**config.mk**
```make
export PLATFORM = sky130hd
export DESIGN_NAME = mips_mc_ctrl
export DESIGN_NICKNAME = d
export VERILOG_FILES = /design/src/rtl/mc_pkg.sv /design/src/rtl/mc_alu_dec.sv /design/src/rtl/mips_mc_ctrl.sv
export SDC_FILE = /design/constraint.sdc
export NUM_CORES = 1
export LEC_CHECK = 0
export CORE_MARGIN = 2
export CORE_UTILIZATION = 48
export DETAILED_ROUTE_END_ITERATION = 10
export MAX_ROUTING_LAYER = met4
export PLACE_DENSITY_LB_ADDON = 0.08
export SLEW_MARGIN = 20
export SYNTH_ARGS = -nofsm -noshare
export SYNTH_HDL_FRONTEND = slang
export SYNTH_SLANG_ARGS = --single-unit
```
**constraint.sdc**
```tcl
create_clock -name Clk -period 3.4 [get_ports Clk]
set_input_delay 0.85 -clock Clk [delete_from_list [all_inputs] [get_ports Clk]]
set_output_delay 0.85 -clock Clk [all_outputs]
set_load 0.005 [all_outputs]
```
**src/rtl/mc_pkg.sv**
```systemverilog
// Shared encodings for the multi-cycle MIPS control unit: FSM state codes,
// instruction opcode/funct fields, ALU operation codes and datapath selects.
package mc_pkg;

  typedef enum logic [3:0] {
    S_IDLE   = 4'd0,
    S_FETCH  = 4'd1,
    S_DECODE = 4'd2,
    S_MEMADR = 4'd3,
    S_MEMRD  = 4'd4,
    S_MEMWB  = 4'd5,
    S_MEMWR  = 4'd6,
    S_EXEC_R = 4'd7,
    S_RWB    = 4'd8,
    S_EXEC_I = 4'd9,
    S_IWB    = 4'd10,
    S_BRANCH = 4'd11,
    S_JUMP   = 4'd12,
    S_PAUSE  = 4'd13,
    S_TRAP   = 4'd14
  } state_t;

  localparam logic [5:0] OP_RTYPE = 6'b000000;
  localparam logic [5:0] OP_LW    = 6'b100011;
  localparam logic [5:0] OP_SW    = 6'b101011;
  localparam logic [5:0] OP_BEQ   = 6'b000100;
  localparam logic [5:0] OP_J     = 6'b000010;
  localparam logic [5:0] OP_ADDI  = 6'b001000;
  localparam logic [5:0] OP_ORI   = 6'b001101;

  localparam logic [5:0] FN_ADD = 6'b100000;
  localparam logic [5:0] FN_SUB = 6'b100010;
  localparam logic [5:0] FN_AND = 6'b100100;
  localparam logic [5:0] FN_OR  = 6'b100101;
  localparam logic [5:0] FN_SLT = 6'b101010;
  localparam logic [5:0] FN_SLL = 6'b000000;
  localparam logic [5:0] FN_SRL = 6'b000010;

  typedef enum logic [4:0] {
    ALU_ADD = 5'b00000,
    ALU_SUB = 5'b00001,
    ALU_AND = 5'b00010,
    ALU_OR  = 5'b00011,
    ALU_SLT = 5'b00100,
    ALU_SLL = 5'b00101,
    ALU_SRL = 5'b00110
  } alu_op_t;

  localparam logic [1:0] SRCB_RT      = 2'b00;
  localparam logic [1:0] SRCB_FOUR    = 2'b01;
  localparam logic [1:0] SRCB_IMM     = 2'b10;
  localparam logic [1:0] SRCB_IMM_SH2 = 2'b11;

  localparam logic [1:0] PCSRC_ALU    = 2'b00;
  localparam logic [1:0] PCSRC_ALUOUT = 2'b01;
  localparam logic [1:0] PCSRC_JUMP   = 2'b10;

  localparam logic [1:0] EXT_ZERO = 2'b00;
  localparam logic [1:0] EXT_SIGN = 2'b01;

  // States that talk to the shared memory and are stretched by wait cycles.
  function automatic logic is_mem_state(input state_t s);
    return (s == S_FETCH) || (s == S_MEMRD) || (s == S_MEMWR);
  endfunction

endpackage

```
**src/rtl/mc_alu_dec.sv**
```systemverilog
// R-type funct decoder: maps the funct field to an ALU operation and flags
// funct codes the datapath cannot execute.
module mc_alu_dec
  import mc_pkg::*;
(
  input  logic [5:0] funct,
  output alu_op_t    alu_op,
  output logic       valid
);

  // funct lookup; unknown codes fall back to ADD with valid cleared
  always_comb begin
    // NOTE: every output gets a default before the case so no latch is inferred.
    alu_op = ALU_ADD;
    valid  = 1'b1;
    case (funct)
      FN_ADD:  alu_op = ALU_ADD;
      FN_SUB:  alu_op = ALU_SUB;
      FN_AND:  alu_op = ALU_AND;
      FN_OR:   alu_op = ALU_OR;
      FN_SLT:  alu_op = ALU_SLT;
      FN_SLL:  alu_op = ALU_SLL;
      FN_SRL:  alu_op = ALU_SRL;
      default: valid  = 1'b0;
    endcase
  end

endmodule

```
**src/rtl/mips_mc_ctrl.sv**
```systemverilog
// Multi-cycle MIPS control unit: a registered Moore FSM that sequences
// fetch/decode/execute/memory/write-back, stretches memory states by MEM_LAT
// wait cycles, and supports single-step mode and a sticky illegal-op trap.
module mips_mc_ctrl
  import mc_pkg::*;
#(
  parameter int MEM_LAT   = 0,
  parameter int ALUCTRL_W = 5
) (
  input  logic                 Clk,
  input  logic                 Reset,
  input  logic                 StepMode,
  input  logic                 Step,
  input  logic [5:0]           OpCode,
  input  logic [5:0]           funct,
  input  logic                 Zero,
  output logic                 PCWrite,
  output logic                 IorD,
  output logic                 MemR,
  output logic                 MemW,
  output logic                 IRWrite,
  output logic                 Mem2R,
  output logic                 RegDst,
  output logic                 RegW,
  output logic                 AluSrcA,
  output logic [1:0]           AluSrcB,
  output logic [1:0]           PCSrc,
  output logic [1:0]           ExtOp,
  output logic [ALUCTRL_W-1:0] Aluctrl,
  output logic                 Illegal,
  output logic [3:0]           State
);

  localparam logic [2:0] WAIT_INIT = 3'(MEM_LAT);

  state_t     state_q, state_d;
  logic [2:0] wait_q, wait_d;
  logic       illegal_q;
  logic       step_q;
  logic       step_rise;
  logic       wait_done;
  alu_op_t    r_alu_op;
  logic       r_valid;
  alu_op_t    alu_sel;

  mc_alu_dec u_alu_dec (
    .funct  (funct),
    .alu_op (r_alu_op),
    .valid  (r_valid)
  );

  assign step_rise = Step & ~step_q;
  assign wait_done = (wait_q == 3'd0);
  assign State     = state_q;
  assign Illegal   = illegal_q;

  // State, wait counter, sticky trap flag and Step history
  always_ff @(posedge Clk) begin
    // NOTE: registers use non-blocking assignments so all of them sample pre-edge values.
    if (Reset) begin
      state_q   <= S_IDLE;
      wait_q    <= 3'd0;
      illegal_q <= 1'b0;
      step_q    <= 1'b0;
    end else begin
      state_q   <= state_d;
      wait_q    <= wait_d;
      illegal_q <= illegal_q | (state_d == S_TRAP);
      step_q    <= Step;
    end
  end

  // Next state and wait-counter reload/countdown
  always_comb begin
    state_d = state_q;
    case (state_q)
      S_IDLE:   state_d = StepMode ? S_PAUSE : S_FETCH;
      S_FETCH:  if (wait_done) state_d = S_DECODE;
      S_DECODE: begin
        case (OpCode)
          OP_LW, OP_SW:    state_d = S_MEMADR;
          OP_RTYPE:        state_d = S_EXEC_R;
          OP_ADDI, OP_ORI: state_d = S_EXEC_I;
          OP_BEQ:          state_d = S_BRANCH;
          OP_J:            state_d = S_JUMP;
          default:         state_d = S_TRAP;
        endcase
      end
      S_MEMADR: state_d = (OpCode == OP_SW) ? S_MEMWR : S_MEMRD;
      S_MEMRD:  if (wait_done) state_d = S_MEMWB;
      S_MEMWR:  if (wait_done) state_d = StepMode ? S_PAUSE : S_FETCH;
      S_MEMWB, S_RWB, S_IWB, S_BRANCH, S_JUMP:
                state_d = StepMode ? S_PAUSE : S_FETCH;
      S_EXEC_R: state_d = r_valid ? S_RWB : S_TRAP;
      S_EXEC_I: state_d = S_IWB;
      S_PAUSE:  if (step_rise || !StepMode) state_d = S_FETCH;
      S_TRAP:   state_d = S_TRAP;
      default:  state_d = S_IDLE;
    endcase

    // Reload on entry to a memory state, otherwise count down to zero.
    if (is_mem_state(state_d) && (state_d != state_q)) wait_d = WAIT_INIT;
    else if (!wait_done)                               wait_d = wait_q - 3'd1;
    else                                               wait_d = 3'd0;
  end

  // Moore output decode; Reset masks every architectural write strobe
  always_comb begin
    PCWrite = 1'b0;
    IorD    = 1'b0;
    MemR    = 1'b0;
    MemW    = 1'b0;
    IRWrite = 1'b0;
    Mem2R   = 1'b0;
    RegDst  = 1'b0;
    RegW    = 1'b0;
    AluSrcA = 1'b0;
    AluSrcB = SRCB_RT;
    PCSrc   = PCSRC_ALU;
    ExtOp   = EXT_ZERO;
    alu_sel = ALU_ADD;
    case (state_q)
      S_FETCH: begin
        MemR    = 1'b1;
        AluSrcB = SRCB_FOUR;
        IRWrite = wait_done;
        PCWrite = wait_done;
      end
      S_DECODE: begin
        AluSrcB = SRCB_IMM_SH2;
        ExtOp   = EXT_SIGN;
      end
      S_MEMADR: begin
        AluSrcA = 1'b1;
        AluSrcB = SRCB_IMM;
        ExtOp   = EXT_SIGN;
      end
      S_MEMRD: begin
        MemR = 1'b1;
        IorD = 1'b1;
      end
      S_MEMWB: begin
        RegW  = 1'b1;
        Mem2R = 1'b1;
      end
      S_MEMWR: begin
        MemW = 1'b1;
        IorD = 1'b1;
      end
      S_EXEC_R: begin
        AluSrcA = 1'b1;
        alu_sel = r_alu_op;
      end
      S_RWB: begin
        RegW   = 1'b1;
        RegDst = 1'b1;
      end
      S_EXEC_I: begin
        AluSrcA = 1'b1;
        AluSrcB = SRCB_IMM;
        if (OpCode == OP_ORI) alu_sel = ALU_OR;
        else                  ExtOp   = EXT_SIGN;
      end
      S_IWB:    RegW = 1'b1;
      S_BRANCH: begin
        AluSrcA = 1'b1;
        alu_sel = ALU_SUB;
        PCSrc   = PCSRC_ALUOUT;
        PCWrite = Zero;
      end
      S_JUMP: begin
        PCWrite = 1'b1;
        PCSrc   = PCSRC_JUMP;
      end
      default: ;
    endcase
    Aluctrl = ALUCTRL_W'(alu_sel);

    if (Reset) begin
      RegW    = 1'b0;
      MemW    = 1'b0;
      PCWrite = 1'b0;
      IRWrite = 1'b0;
    end
  end

endmodule

```
== Word-level counts from Yosys, hierarchy flattened ==
Index checks and enable logic that the tools add are counted.
Word-level totals
  bits in registers: 9
  latch bits: 0
  bits in writable memories: 0
  memory bits (read-only): 0
  input bits: 17
  output and inout bits: 25
  word-level logic and storage cells: 89
  memories: 0
Operators by class
  $add $sub $neg: 1
  $mul: 0
  divide/modulo/power cells: 0
  magnitude comparators: 0
  equal/unequal tests: 31
  shifts and indexed selects: 0
  multiplexer cells: 30
  bitwise gates (word level): 3
  reductions and logical operators: 20
Operators by type and width (count)
  $eq 6x6->1 const B: 7
  $pmux 4 s10: 1
  $eq 4x4->1 const B: 8
  $eq 4x3->1 const B: 6
  $mux 4: 5
  $pmux 4 s5: 1
  $pmux 3 s6: 1
  $pmux 5 s3: 1
  $mux 1: 14
  $eq 6x2->1 const B: 2
  $eq 6x4->1 const B: 2
  $logic_not 6->1: 2
  $reduce_or 2->1: 6
  $eq 4x1->1 const B: 2
  $eq 4x2->1 const B: 2
  $reduce_or 7->1: 1
  $eq 6x3->1 const B: 1
  $pmux 2 s3: 1
  $reduce_or 3->1: 2
  $reduce_or 6->1: 1
  $logic_not 4->1: 1
  $mux 2: 2
  $ne 4x4->1: 1
  $pmux 2 s2: 1
  other kinds (12): 14

== Logic depth before layout (Yosys ltp) ==
Gate-level depths: netlist of run 1.
  word-level depth: 10
  gate-level depth with buffers: 9
  gate-level depth less buffers: 9

== By module ==
A second synthesis of run 1 with hierarchy kept.
Second synthesis, totals
  cells, all modules: 162
  area total of the unflattened synthesis: 1204.9 um2
Modules (own cells, without submodules)
  mips_mc_ctrl: instances 1, cells each 144, area each 1087.3 um2, seq. area each 180.2 um2
  mc_alu_dec: instances 1, cells each 18, area each 117.6 um2, seq. area each 0.0 um2

== Least setup slack after synthesis of run 1 ==
OpenSTA, ideal clock, no wires.
  path type: input-to-output
  start point: input funct[3]
  end point: output Aluctrl[0]
  data arrival time: 1883 ps
  required time: 2550 ps
  path slack: 667 ps
  stages: 6
  buffers on the path: 0
  path through: nor2_1 a21oi_1 nor3_1 a21oi_1 or3_1 o41ai_1
On the way
  longest elaborated chain between the ends: 3
  elaborated cells on any way between the ends: 8
  classes of those cells: eq/ne: 5; mux: 2; reduce/logical: 1
RTL lines
  from (decl): line mips_mc_ctrl.sv:15  | input logic [5:0] funct,
  $eq 6x2->1 (tied with other cells): line mc_alu_dec.sv:16  | case (funct)
  $pmux 3 s6 (*): line mc_alu_dec.sv:16
  $pmux 5 s3 (*): line mips_mc_ctrl.sv:122  | case (state_q)
  to (decl): line mips_mc_ctrl.sv:29  | output logic [ALUCTRL_W-1:0] Aluctrl,
Every way passes the cells marked *; elsewhere a longest branch is shown, timed or not.

== Worst setup path after layout of run 1 ==
  start point: input funct[2]
  end point: output Aluctrl[0]
The elaborated chain is that of the path after synthesis.

==> flow_summary.yaml, run 1 <==
status:
  outcome: "finished clean"
logic_synthesis:
  yosysTopAreaCellShare_pct: 16.00
  synth_area_per_cell_sq_um: 6.825
  ys_types: 50
  synth_cells: 165
  synth.area.top_cells: "dfxtp_1, nor2_1, nor3_1"
  synth-seq-area-share_pct: 16.00
  ys_ff_latch: 9
  synth_area_sq_um: 1126
  synth_top_cell_by_area: "dfxtp_1"
  yosysWarnings: 0
sta:
  rsz0062_at_grt: "false"
  finClkSkew_ns: 0.0003489
  setup_slack_ns: 0.1181
  final.period_utilization_pct: 96.53
  setup_viol: 0
  layout_min_cycle_time_ns: 3.282
  whs_ns: 0.4532
  hold_viol: 0
  timing.fmax_mhz: 304.7
  drv_slew: 0
global_route:
  grt_start_max_net_pins: 21
  grt_antenna_before_repair: 0
  grt.total_usage_pct: 28.91
  gr-total-overflow: 0
  grt_pass1_vias: 1401
  grt_pass1_wl_um: 5947
die:
  die_h_um: 52.44
  rows: 17
  die_w_um: 52.44
  core-area_sq_um: 2212
  die-area_sq_um: 2749
  io_pins: 42
  initial_core_util_pct: 50.90
worst_setup_path:
  crit_buf_inv: 2
  crit_family: "buffers and inverters"
  crit_path_cell_trace: "clkdlybuf4s50_1 -> nand2_1 -> nor2_2 -> a21oi_1 -> or3_4 -> o41ai_2 -> buf_2"
  setup.worst_path.start_class: "input pin"
  critPathMaxFanout: 3
  endpoint_kind: "output pin"
  critPathRequiredTime_ns: 2.55
  worst_path_largest_cell_delay_ns: 0.51
  path_class: "input pin to output pin"
  crit_path_top_delay_cell: "clkdlybuf4s50_1"
  cp_data_arrival_time_ns: 2.43
power:
  p_leak_nw: 0.7086
  ir_worst_vdd_mv: 0.6200
  power_density_nw_per_um2: 614.7
route:
  firstDrtPassIters: 4
  ant_nets: 0
  first_iter_violations: 62
  drc: 0
  vias: 1423
  drt_wl_total_um: 3552
  via_per_inst: 5.856
  routedWlPerCell_um: 14.62
finish:
  final_layout_size_suffix_gt1_share_pct: 16.74
  syn_to_final_growth_pct: 48.00
  nNetsFinal: 235
  fillers: 195
  n_antenna_cell: 0
clocking:
  htreeDepth: 1
  cts_tree: "done"
  clkSinkCount: 9
  cts_root_buf: "clkbuf_4"
  hold_buffers: 0
  numCtsBuffers: 3
  clockBufferDepth: 2
  clock_latency_ns: 0.27
  clkSlewWorstSetupHoldPaths_ns: 0.07
placement:
  place.gp.congestion: 0.9529
  portBuffers: 38
  hpwlAfterDp_um: 2730
  dp_slack_ns: -0.3913
flow_run:
  drv_cap: 0
hold_path:
  hp-class: "flip-flop to flip-flop"
-- layer usage --
layer	routed length (um)	global-route usage (%)
met5	0	-
met4	90	10.68
met3	248	2.571
met2	1764	51.46
met1	1448	33.51
-- kinds of logic (layout without fill, tap and decap cells) --
kind of cell,after synthesis,count (layout),share of synthesized area (%)
and+or+nand+nor,83,83,39.89
AOI/OAI and AO/OA,43,43,27.56
buffers and inverters,21,69,9.000
DFF,9,9,16.00
xor gates and xnor gates,3,3,2.334
muxes,3,3,2.667
adders and majority gates,2,2,2.222
other,1,3,0.3330
-- cell usage after synthesis (all sizes together) --
library cell / n
o21ai: 11
o2111ai: 1
o31ai: 1
a22o: 1
o22ai: 1
nand3: 3
o21a: 3
o41a: 1
ha: 2
nor2: 24
xnor2: 2
nor3: 12
o211ai: 1
o41ai: 1
and4: 1
nor4b: 2
o311a: 1
nor2b: 3
a211o: 1
o2111a: 3
mux2i: 3
nand2b: 6
nand4: 2
or2: 1
a21o: 2
conb: 1
clkbuf: 1
a31oi: 2
and3: 6
o32ai: 2
a211oi: 2
a22oi: 1
or3: 4
dfxtp: 9
buf: 11
inv: 9
nand4b: 2
xor2: 1
nand2: 14
o311ai: 1
nor4: 3
a21oi: 7
-- cells in the final DEF (no fill, tap or decap), drive strengths merged, types with 2 or more instances in the layout --
| cell type | n |
|---|---|
| dlymetal6s2s | 3 |
| o32ai | 2 |
| inv | 9 |
| o21ai | 11 |
| nand2b | 6 |
| nand3 | 3 |
| nor3 | 12 |
| a21oi | 7 |
| nor4 | 3 |
| a31oi | 2 |
| clkbuf | 3 |
| a21o | 2 |
| o21a | 3 |
| mux2i | 3 |
| nand2 | 14 |
| nor4b | 2 |
| xnor2 | 2 |
| and3 | 6 |
| a211oi | 2 |
| or3 | 4 |
| buf | 19 |
| nor2b | 3 |
| nand4 | 2 |
| dlygate4sd2 | 2 |
| dfxtp | 9 |
| clkdlybuf4s50 | 32 |
| nand4b | 2 |
| o2111a | 3 |
| conb | 3 |
| ha | 2 |
| nor2 | 24 |
-- power breakdown --
part,switching (mW),internal [mW],leakage (nW)
Combinational,0.376,0.379,0.617
Sequential,0.0489,0.130,0.0738
Clock,0.0460,0.0436,0.0177
Total,0.471,0.553,0.709
-- stage by stage --
stage | setup TNS [ns] | power [mW] | utilization [%] | cells | cell area, sq um
detailed placement | -0.5515 | 0.9247 | 73.08 | 239 | 1617
finish | 0 | 1.025 | 75.34 | 243 | 1667
global route | 0 | 1.106 | 75.34 | 243 | 1667
floorplan | 0 | 0.6498 | - | 167 | 1134
CTS | 0 | 1.018 | 74.77 | 243 | 1654
global placement | -0.4460 | 0.9171 | 73.08 | 239 | 1617
-- final cells by class --
cell class / count / area (sq um) / share of cell area (%)
flip-flops and latches: 9 / 180.2 / 10.81
multi-input cells: 137 / 874.6 / 52.48
clock buffers: 3 / 22.52 / 1.351
inverters: 9 / 33.78 / 2.027
well taps: 28 / 35.03 / 2.102
clock inverters: 1 / 5.005 / 0.3003
repair buffers: 56 / 515.5 / 30.93
-- sequential cells by signal (all words and copies together), names as in the netlist --
register,count
State,4
wait_q,3
Illegal,1
step_q,1
-- worst min-delay path, stage by stage, from the launching register on --
cell and delay (ns):
dfxtp_1 0.31, inv_1 0.05, a21oi_1 0.05
-- final timing paths --
| check | startpoint | slack [ns] | endpoint | cells past startpoint |
|---|---|---|---|---|
| min | Illegal | 0.45 | Illegal | 2 |
| min reg2reg | Illegal | 0.45 | Illegal | 2 |
| max | funct[2] | 0.12 | Aluctrl[0] | 7 |
| max reg2reg | State[3] | 1.20 | wait_q[0] | 7 |
-- timing repair --
item	in CTS	in global routing
gates resized for setup	10	4
pin swaps	3	2
buffers inserted	0	0
setup endpoints to repair	3	2
Note: power is estimated with default switching activity, not from simulation.
==> run 2: changes to the inputs <==
CORE_ASPECT_RATIO = 0.6   (was default)
CORE_UTILIZATION = 49   (was 48)
CTS_BUF_LIST = sky130_fd_sc_hd__clkbuf_4   (was default)
==> run 2 against run 1 <==
Net effect: combinational power rose by 5.3%; maximum frequency grew 0.67%; worst hold slack better by 0.0038 ns; clock-buffer cell count is 1 higher; routed wire length rose by 7.7%; largest cell class unchanged; non-clock buffer count grew 1.
==> flow_summary.yaml, run 2 (synthesis gave the netlist of run 1 again) <==
status:
  outcome: "finished clean"
sta:
  timing.fmax_mhz: 306.7
  final.period_utilization_pct: 95.89
  hold_viol: 0
  layout_min_cycle_time_ns: 3.260
  finClkSkew_ns: 0.005705
  setup_viol: 0
  whs_ns: 0.4570
  setup_tns_ns: 0
  drv_slew: 0
  setup_slack_ns: 0.1398
die:
  io_pins: 42
  rows: 13
  core-area_sq_um: 2163
  initial_core_util_pct: 52.05
  die_w_um: 65.89
  die_h_um: 41.14
  die-area_sq_um: 2710
finish:
  final_layout_size_suffix_gt1_share_pct: 17.59
  stdcell_count: 246
  finish.utilization_pct: 77.73
  largest_reg_flops: 4
  final_common_cell: "clkdlybuf4s50_1"
  fin_area_sq_um: 1682
  nNetsFinal: 236
  syn_to_final_growth_pct: 49.33
  final_cell_mix: "clkdlybuf4s50_1, nor2_1, buf_4"
  n_antenna_cell: 0
route:
  routedWlPerCell_um: 15.55
  vias: 1464
  via_per_inst: 5.951
  ant_nets: 0
  first_iter_violations: 236
  drt_wl_total_um: 3825
  firstDrtPassIters: 5
  drc: 0
global_route:
  grt_antenna_before_repair: 0
  grt_pass1_wl_um: 5851
  gr-total-overflow: 0
  grt_start_max_net_pins: 21
  grt.total_usage_pct: 30.44
  grt_pass1_vias: 1226
worst_setup_path:
  cp_data_arrival_time_ns: 2.41
  critPathRequiredTime_ns: 2.55
  critPathMaxFanout: 3
  r2r_cells: 7
  r2r_slack_ns: 1.19
  path_class: "input pin to output pin"
  setup.worst_path.start_class: "input pin"
  endpoint_kind: "output pin"
power:
  power_switching_mw: 0.4975
  p_leak_nw: 0.6993
  intPower_mw: 0.5651
  power_density_nw_per_um2: 631.9
  ir_worst_vdd_mv: 0.4735
  switching_share_pct: 46.82
  p_seq_share_pct: 15.9
  power_mw: 1.063
  combPwrFrac_pct: 74.9
  pwr-share-clk_pct: 9.2
clocking:
  clkSlewWorstSetupHoldPaths_ns: 0.06
  cts_root_buf: "clkbuf_4"
  hold_buffers: 0
  htreeDepth: 1
  clkSinkCount: 9
  clock_latency_ns: 0.27
  cts_tree: "done"
  clockBufferDepth: 2
  numCtsBuffers: 3
placement:
  portBuffers: 38
  place.gp.congestion: 0.9539
  placed_cell_area_sq_um: 1612
  hpwlAfterDp_um: 2905
  dp_slack_ns: -0.4025
  dp_cells: 240
hold_path:
  hp-class: "flip-flop to flip-flop"
  worstHoldPathCells: 2
flow_run:
  drv_cap: 0
run 2: cell count changes in the layout (fill, tap and decap cells not counted):
| cell | change |
|---|---|
| dlygate4sd2_1 | +1 |
| clkinv_2 | -1 |
| buf_4 | +1 |
| clkbuf_4 | +1 |
| nor4b_1 | -1 |
| nor4b_2 | +1 |
| dlymetal6s2s_1 | -1 |
run 2: final timing paths:
| check | startpoint | to |
|---|---|---|
| min reg2reg | Illegal | Illegal |
| max | OpCode[2] | Aluctrl[1] |
| min | Illegal | Illegal |
| max reg2reg | State[3] | wait_q[2] |
run 2: layout make-up:
type / instances / area, sq um
Sequential cell: 9 / 180.2
Inverter: 9 / 33.78
Clock buffer: 4 / 30.03
Multi-Input combinational cell: 137 / 880.8
Tap cell: 30 / 37.54
Fill cell: 166 / 481.7
Timing Repair Buffer: 57 / 519.2
run 2: timing repair:
action / in CTS / in global routing
gates cloned: 0 / 0
setup buffers: 1 / 1
hold endpoints to repair: 0 / 0
setup endpoints to repair: 2 / 2
gates resized for setup: 10 / 5
pin swaps: 1 / 3
run 2: metal layers:
layer,GRT usage [%],part of all wire (%)
met5,-,0
met2,49.24,43
met4,5.729,0.52
met3,4.945,12
met1,40.96,45
run 2: critical path, cell delays in order:
cell and delay (ns):
clkdlybuf4s50_1 0.48, and3_1 0.19, nand2_1 0.11, o31ai_1 0.25
clkdlybuf4s50_1 0.54
run 2: power by group through the flow:
stage               Clock, mW  Combinational [mW]  Sequential (mW)
finish                 0.0979               0.796            0.169
global route            0.103               0.850            0.172
CTS                     0.100               0.776            0.168
detailed placement          0               0.770            0.170
global placement            0               0.763            0.171
floorplan                   0               0.500            0.150
